[config.mk]
export PLATFORM = sky130hd
export DESIGN_NAME = uart_rx_os
export DESIGN_NICKNAME = d
export VERILOG_FILES = /design/src/rtl/uart_rx_os.sv
export SDC_FILE = /design/constraint.sdc
export NUM_CORES = 1
export LEC_CHECK = 0
export ABC_AREA = 1
export BUFFER_PORTS_ARGS = -buffer_cell sky130_fd_sc_hd__buf_2
export CAP_MARGIN = 5
export CORE_MARGIN = 3
export CORE_UTILIZATION = 40
export CTS_BUF_LIST = sky130_fd_sc_hd__clkbuf_16
export CTS_CLUSTER_DIAMETER = 100
export DETAILED_ROUTE_END_ITERATION = 10
export PLACE_DENSITY = 0.63
export RECOVER_POWER = 25
export SETUP_SLACK_MARGIN = 0.1
export SYNTH_ARGS = -nofsm -noshare
export SYNTH_HDL_FRONTEND = slang
export SYNTH_SLANG_ARGS = --single-unit
[constraint.sdc]
create_clock -name CLKip -period 7.9 [get_ports CLKip]
set_input_delay 0.395 -clock CLKip [delete_from_list [all_inputs] [get_ports CLKip]]
set_output_delay 0.395 -clock CLKip [all_outputs]
set_load 0.01 [all_outputs]
[src/rtl/uart_rx_os.sv]
// uart_rx_os: oversampling UART receiver with runtime frame format and valid/ready output.
// Define UART_RX_OS_BREAK_DET_EN to add break detection (BREAKo port, BRK_WAIT state).
module uart_rx_os #(
    parameter int FREQ_CLK  = 100000000,
    parameter int DEF_BAUD  = 115200,
    parameter int DATA_WDTH = 9,
    parameter int OVS       = 16,
    parameter int DIV_WDTH  = 16
) (
    input  logic                 CLKip,
    input  logic                 RSTNi,
    input  logic                 RXi,
    input  logic                 CFG_WEi,
    input  logic [DIV_WDTH-1:0]  DIVi,
    input  logic [3:0]           NBITSi,
    input  logic                 PAR_ENi,
    input  logic                 PAR_ODDi,
    input  logic                 STOP2i,
    input  logic                 READYi,
    output logic [DATA_WDTH-1:0] DATAo,
    output logic                 VALIDo,
    output logic                 PAR_ERRo,
    output logic                 FRAME_ERRo,
    output logic                 OVR_ERRo,
`ifdef UART_RX_OS_BREAK_DET_EN
    output logic                 BREAKo,
`endif
    output logic                 BUSYo
);

    localparam int OW = $clog2(OVS);
    localparam logic [DIV_WDTH-1:0] DEF_DIV = DIV_WDTH'(FREQ_CLK / (DEF_BAUD * OVS));
    localparam logic [OW-1:0] MID  = OW'(OVS / 2);
    localparam logic [OW-1:0] LAST = OW'(OVS - 1);
    localparam logic [3:0] NMAX = 4'(DATA_WDTH);
    localparam logic [3:0] NDEF = (DATA_WDTH < 8) ? 4'(DATA_WDTH) : 4'd8;

    typedef enum logic [2:0] {
        IDLE, START, DATA, PARITY, STOP
`ifdef UART_RX_OS_BREAK_DET_EN
        , BRK_WAIT
`endif
    } state_t;

    state_t state;

    logic                 rx_s1, rx_s2, rx_d;
    logic [DIV_WDTH-1:0]  div_q, div_eff, div_last, div_cnt;
    logic [3:0]           nbits_q, nbits_in, bit_cnt;
    logic                 par_en_q, par_odd_q, stop2_q;
    logic                 tick, start_det, vote, at_mid;
    logic [1:0]           samp;
    logic [OW-1:0]        os_cnt;
    logic [DATA_WDTH-1:0] shreg;
    logic                 par_acc, zero_l, par_err_l, frm_err_l, stop_cnt;

    always_ff @(posedge CLKip or negedge RSTNi) begin
        if (!RSTNi) begin
            rx_s1 <= 1'b1;
            rx_s2 <= 1'b1;
            rx_d  <= 1'b1;
        end else begin
            rx_s1 <= RXi;
            rx_s2 <= rx_s1;
            rx_d  <= rx_s2;
        end
    end

    always_comb begin
        nbits_in = NBITSi;
        if (NBITSi < 4'd5)
            nbits_in = 4'd5;
        else if (NBITSi > NMAX)
            nbits_in = NMAX;
    end

    always_ff @(posedge CLKip or negedge RSTNi) begin
        if (!RSTNi) begin
            div_q     <= DEF_DIV;
            nbits_q   <= NDEF;
            par_en_q  <= 1'b0;
            par_odd_q <= 1'b0;
            stop2_q   <= 1'b0;
        end else if (CFG_WEi && state == IDLE) begin
            div_q     <= DIVi;
            nbits_q   <= nbits_in;
            par_en_q  <= PAR_ENi;
            par_odd_q <= PAR_ODDi;
            stop2_q   <= STOP2i;
        end
    end

    assign div_eff   = (div_q == '0) ? DIV_WDTH'(1) : div_q;
    assign div_last  = div_eff - DIV_WDTH'(1);
    assign tick      = (div_cnt == div_last);
    assign start_det = (state == IDLE) && rx_d && !rx_s2;

    always_ff @(posedge CLKip or negedge RSTNi) begin
        if (!RSTNi)
            div_cnt <= '0;
        else if (start_det || div_cnt >= div_last)
            div_cnt <= '0;
        else
            div_cnt <= div_cnt + DIV_WDTH'(1);
    end

    always_ff @(posedge CLKip or negedge RSTNi) begin
        if (!RSTNi)
            samp <= 2'b11;
        else if (tick)
            samp <= {samp[0], rx_s2};
    end

    // Ticks count from 1 at START entry; votes use ticks OVS/2-1..OVS/2+1.
    assign vote   = (samp[1] & samp[0]) | (samp[1] & rx_s2) | (samp[0] & rx_s2);
    assign at_mid = tick && (os_cnt == MID);
    assign BUSYo  = (state != IDLE);

    always_ff @(posedge CLKip or negedge RSTNi) begin
        if (!RSTNi) begin
            state      <= IDLE;
            os_cnt     <= '0;
            bit_cnt    <= '0;
            shreg      <= '0;
            par_acc    <= 1'b0;
            zero_l     <= 1'b0;
            par_err_l  <= 1'b0;
            frm_err_l  <= 1'b0;
            stop_cnt   <= 1'b0;
            DATAo      <= '0;
            VALIDo     <= 1'b0;
            PAR_ERRo   <= 1'b0;
            FRAME_ERRo <= 1'b0;
            OVR_ERRo   <= 1'b0;
`ifdef UART_RX_OS_BREAK_DET_EN
            BREAKo     <= 1'b0;
`endif
        end else begin
`ifdef UART_RX_OS_BREAK_DET_EN
            BREAKo <= 1'b0;
`endif
            if (VALIDo && READYi) begin
                VALIDo   <= 1'b0;
                OVR_ERRo <= 1'b0;
            end
            if (tick && state != IDLE)
                os_cnt <= (os_cnt == LAST) ? '0 : os_cnt + OW'(1);
            unique case (state)
                IDLE: if (start_det) begin
                    state     <= START;
                    os_cnt    <= '0;
                    bit_cnt   <= '0;
                    shreg     <= '0;
                    par_acc   <= 1'b0;
                    zero_l    <= 1'b1;
                    par_err_l <= 1'b0;
                    frm_err_l <= 1'b0;
                    stop_cnt  <= 1'b0;
                end
                START: if (at_mid)
                    state <= vote ? IDLE : DATA;
                DATA: if (at_mid) begin
                    shreg   <= shreg | ({{(DATA_WDTH-1){1'b0}}, vote} << bit_cnt);
                    par_acc <= par_acc ^ vote;
                    bit_cnt <= bit_cnt + 4'd1;
                    if (vote)
                        zero_l <= 1'b0;
                    if (bit_cnt == nbits_q - 4'd1)
                        state <= par_en_q ? PARITY : STOP;
                end
                PARITY: if (at_mid) begin
                    if ((par_acc ^ vote) != par_odd_q)
                        par_err_l <= 1'b1;
                    if (vote)
                        zero_l <= 1'b0;
                    state <= STOP;
                end
                STOP: if (at_mid) begin
`ifdef UART_RX_OS_BREAK_DET_EN
                    if (!stop_cnt && !vote && zero_l) begin
                        BREAKo <= 1'b1;
                        state  <= BRK_WAIT;
                        os_cnt <= '0;
                    end else
`endif
                    if (stop2_q && !stop_cnt) begin
                        stop_cnt <= 1'b1;
                        if (!vote)
                            frm_err_l <= 1'b1;
                    end else begin
                        state <= IDLE;
                        if (!VALIDo || READYi) begin
                            DATAo      <= shreg;
                            VALIDo     <= 1'b1;
                            PAR_ERRo   <= par_err_l;
                            FRAME_ERRo <= frm_err_l | !vote;
                        end else begin
                            OVR_ERRo <= 1'b1;
                        end
                    end
                end
`ifdef UART_RX_OS_BREAK_DET_EN
                // Line must stay high for OVS consecutive ticks before rearming.
                BRK_WAIT: if (tick) begin
                    if (!rx_s2)
                        os_cnt <= '0;
                    else if (os_cnt == LAST)
                        state <= IDLE;
                end
`endif
                default: state <= IDLE;
            endcase
        end
    end

endmodule

# ---- Word-level counts from Yosys, hierarchy flattened
# Cells that the tools add are included.
dict set report classes {
  n_eq_ne 19
  shifts 1
  reduce_logical 25
  n_mux 47
  order_cmp 3
  bitwise 9
  n_addsub 5
}
# operator count
set ops {}
lappend ops {{$mux W16} 2}
lappend ops {{$mux W4} 8}
lappend ops {{$mux W3} 8}
lappend ops {{$ne A2 B2 Y1 const B} 10}
lappend ops {{$mux W1} 19}
lappend ops {{$mux W9} 2}
lappend ops {{$pmux W9 S2} 1}
lappend ops {{$add A16 B1 Y16 const B} 1}
lappend ops {{$eq A16 B16 Y1} 1}
lappend ops {{$ge A16 B16 Y1} 1}
lappend ops {{$logic_not A16 Y1} 1}
lappend ops {{$sub A16 B1 Y16 const B} 1}
lappend ops {{$pmux W3 S5} 1}
lappend ops {{$reduce_and A4 Y1} 3}
lappend ops {{$or A9 B9 Y9} 1}
lappend ops {{$shl A1 B4 Y9} 1}
lappend ops {{$add A4 B1 Y4 const B} 2}
lappend ops {{$eq A4 B4 Y1 const B} 2}
lappend ops {{$pmux W1 S2} 4}
lappend ops {{$pmux W4 S2} 1}
lappend ops {{$logic_and A1 B1 Y1} 7}
lappend ops {{$reduce_and A7 Y1} 1}
lappend ops {{$eq A3 B2 Y1 const B} 2}
lappend ops {{$reduce_bool A2 Y1} 3}
lappend ops {{other kinds (18)} 26}
dict set report totals {
  in_bits 28
  output_inout_bits 14
  reg_bits 81
}

# ---- Depth between registers and ports, before layout
dict set report logic_depth {
  ltp_word 8
  depth_mapped 24
  depth_no_buf 24
}

# ---- Worst setup path after synthesis
# OpenSTA, ideal clock, no wires.
dict set report synth_timing {
  path_type {reg2reg}
  from {register div_q[4]}
  to {register DATAo[8]}
  setup_ps 118
  stages_incl_launch_ff 24
  arrival_time_ps 3054
  t_required_ps 7782
  path_slack_ps 4728
  cell_sequence {dfstp_2 nor2_1 nand3_1 nor2_1 nand2_1 nand2_1 inv_1 ha_1 nand2_1 nor3_1 nand2_1 xor2_1 inv_1 ha_1 nand2_2 nor2_4 nand2_2 nor2_4 nand2_4 nor3_4 nand2_2 buf_6 nand2_1 o21ai_2}
}
dict set report synth_via {
  elab_chain_cells 6
}
# element line
set synth_rtl {}
lappend synth_rtl {{start: declaration} 48} ;# logic [DIV_WDTH-1:0] div_q, div_eff, div_last, div_cnt;
lappend synth_rtl {{start signal: assignment} 85} ;# div_q <= DIVi;
lappend synth_rtl {{$logic_not A16 Y1} 93} ;# assign div_eff = (div_q == '0) ? DIV_WDTH'(1) : div_q;
lappend synth_rtl {{$mux W16 *} 93}
lappend synth_rtl {{$sub A16 B1 Y16 *} 94} ;# assign div_last = div_eff - DIV_WDTH'(1);
lappend synth_rtl {{$eq A16 B16 Y1 *} 95} ;# assign tick = (div_cnt == div_last);
lappend synth_rtl {{$logic_and A1 B1 Y1 *} 116} ;# assign at_mid = tick && (os_cnt == MID);
lappend synth_rtl {{$reduce_and A4 Y1 (no source line) *} -}
lappend synth_rtl {{end signal: assignment} 193} ;# DATAo <= shreg;
lappend synth_rtl {{end: declaration} 20} ;# output logic [DATA_WDTH-1:0] DATAo,
# Mark *: on every way between the ends. The rest lies on a longest branch, timed or not.
# A chain may end at the register's enable or synchronous reset.

==> run metrics <==
run status finished with violations; failing checks max-capacitance violations, max-slew violations; switching share of total power between 30 and 40%; Total Wirelength ~9.2 mm; post-synthesis mux area share 0%; Skew-Pair Late Insertion Delay about 0.34 ns; HPWL after DPL roughly 6.9 mm; Reg clk slew, reported paths around 0.060 ns; setup repair bufs after CTS 0; share of synthesized registers carrying an async set or reset 100.0%; Yosys top cell by area dfrtp_1; clock sinks 81; maximum fanout along the worst path 81; # diodes 0; CP required about 7.3 ns; largest family of logic cells by synthesized area simple AND/OR/NAND/NOR gates; cells along the critical path clkbuf_1; H-tree depth 3; first-pass GRT wire length about 16 mm; largest net degree at the start of global routing 82; Die X 112.5 um; Cell Rows 38; Die Y roughly 110 um; Hold Vio Cnt, Final 0; Post-Synth Adder-Cell Area under 10%; combinational power share about 36%; sequential group share of total power between 30% and 40%; startpoint class of the critical path input pin; post-route DRC violation count 0; TritonRoute pass-1 iters 4; min setup slack post-route between 3 and 4 ns; Leakage 2.550 nW; synthesized area per cell roughly 8.1 um2; Seq cells post-synth 81; Post-synth EDFFs 0; layout cell share with drive strength beyond 1 between 15 and 20%; Psw between 0.6 and 0.7 mW; Avg Vias per Cell between 4 and 5; post-synthesis sequential area ratio between 40% and 50%; Cell Int Power about 0.96 mW; initial antenna violation count 0; relative slew slack -184.8%; synth top area cells dfrtp_1 39%, nand2_1 11%, ha_1 6.1%, inv_1 6.0%, dfstp_2 5.8%; worst-margin pin slew between 4 and 5 ns; Most used DFF post-synth dfrtp_1; Hold WC Path Type input pin to flop; Cells after Synth 561; Final setup violation count 0; gpl congestion just under 0.9; Num CTS Buffers 9; TritonCTS clock tree done; Distinct cells, synth 33; max-slew violation count 82; Synth Area in XOR/XNOR about 5.8%; instance count on the critical path 1; Syn Nets around 610; total track usage ~16%; post-synth top area share between 30% and 40%; pre-CTS WS roughly 4.2 ns; Bufs and invs on worst path 1; Syn. warnings 0; port bufs slightly above 40; vias ~3600; Boundary Pins 42; Initial Utilization between 40% and 50%; Post-synth top cells 137 x nand2_1, 72 x inv_1, 71 x dfrtp_1, 58 x nor2_1, 43 x nand3_1; Power Dens Cells between 300 and 400 nW/um2; Syn Std Cell Area 4538 um2; worst-path cell with the longest stage delay clkbuf_1; WL/cell 12.31 um; Synth Area in Simple Gates between 20% and 30%; vias in the first global route around 3500; Initial DRC Count 202; total congestion overflow 0; # resized after CTS 0; skew final 0.006145 ns; most frequent cell after synthesis nand2_1; crit path DAT approximately 3.4 ns; slowest stage delay, CP 2.94 ns; Antenna Nets Post-Route 0; WS Path Type input pin to asynchronous set/reset pin; Clock Path Buffers 2; Synth Area in Compound Gates ~9%; largest delay contributor family on the critical path buffers and inverters; Final #Nets between 600 and 700; fin crit share about half; RSZ-0062 raised after global routing false; setup TNS 0 ns; CORE AREA about 11000 um2; Worst Setup End Kind asynchronous set/reset pin; part of the power in the clock network 25.4%; Max Freq 0.2528 GHz; Area Growth Syn to Fin 12.99%; VDD IR max 0.1774 mV; Post-CTS Hold Fix Bufs 0; CTS Root Cell clkbuf_16; Final Critical Period approximately 4.0 ns; Reg2Reg Depth 22; Reg2Reg Setup Slack 4.18 ns; die area roughly 13000 um2; hold depth 1; Max Cap Viol 1
routing by layer:
| layer | vias up | global-route usage, % | wire [um] |
|---|---|---|---|
| li1 | 1870 | - | - |
| met3 | 20 | 3.881 | 334 |
| met2 | 69 | 25.67 | 4447 |
| met5 | - | 0 | 0 |
| met1 | 1628 | 19.45 | 4196 |
| met4 | 0 | 6.651 | 231 |
worst paths after layout:
kind	start	end
worst max-delay path	RSTNi	div_q[6]
worst min-delay path	RXi	rx_s1
worst max register to register	div_q[4]	DATAo[8]
worst min register to register	rx_s1	rx_s2
max in group CLKip	div_q[4]	DATAo[8]
min in group asynchronous	RSTNi	OVR_ERRo
flip-flops by register name, indices dropped and copies added (netlist names), 2 cells and up:
signal and count:
samp 2, shreg 9, state 3, bit_cnt 4, os_cnt 4, div_q 16
div_cnt 16, nbits_q 4, DATAo 9
logic make-up (layout without fill, tap and decap cells):
kind of cell | after synthesis | after routing
AOI/OAI and AO/OA | 68 | 68
xor gates and xnor gates | 30 | 30
adders and majority gates | 22 | 22
buffers and inverters | 84 | 131
DFF | 81 | 81
and+or+nand+nor | 276 | 276
power by group through the flow:
stage / clock network [mW] / logic [mW] / registers [mW]
after detailed placement: 0 / 0.573 / 0.611
after global routing: 0.432 / 0.674 / 0.617
final: 0.402 / 0.574 / 0.604
after global placement: 0 / 0.556 / 0.608
after floorplan: 0 / 0.453 / 0.585
after CTS: 0.412 / 0.580 / 0.604
placed cells by master, fill, tap and decap left out, drive strengths merged, types with 2 or more instances in the layout:
cell / n
clkbuf: 10
o22ai: 2
a21oi: 22
dfrtp: 71
clkinv: 4
xor2: 24
nor2: 70
nand3: 44
nand2: 143
nor3: 10
buf: 40
ha: 22
dfstp: 10
xnor2: 6
o21bai: 3
o21ai: 39
nand4: 6
inv: 76
metrics by stage:
stage | instances | power [mW] | utilization [%] | cell area, um2 | hold WS, ns
finish | 748 | 1.579 | 46.68 | 5127 | 0.1550
detailed placement | 732 | 1.184 | 44.16 | 4850 | 0.3507
global route | 748 | 1.722 | 46.68 | 5127 | 0.1455
global placement | 732 | 1.164 | 44.16 | 4850 | 0.3488
floorplan | 561 | 1.038 | - | 4538 | 0.09941
CTS | 748 | 1.596 | 46.72 | 5131 | 0.1445
final cells by class:
cell class | instances | area [um2]
Clock inverter | 7 | 56.30
Clock buffer | 9 | 225.2
Sequential cell | 81 | 2039
Tap cell | 140 | 175.2
Inverter | 74 | 280.3
Timing Repair Buffer | 41 | 203.9
Multi-Input combinational cell | 396 | 2147
Fill cell | 1065 | 5856
(Power assumes the default switching activity.)
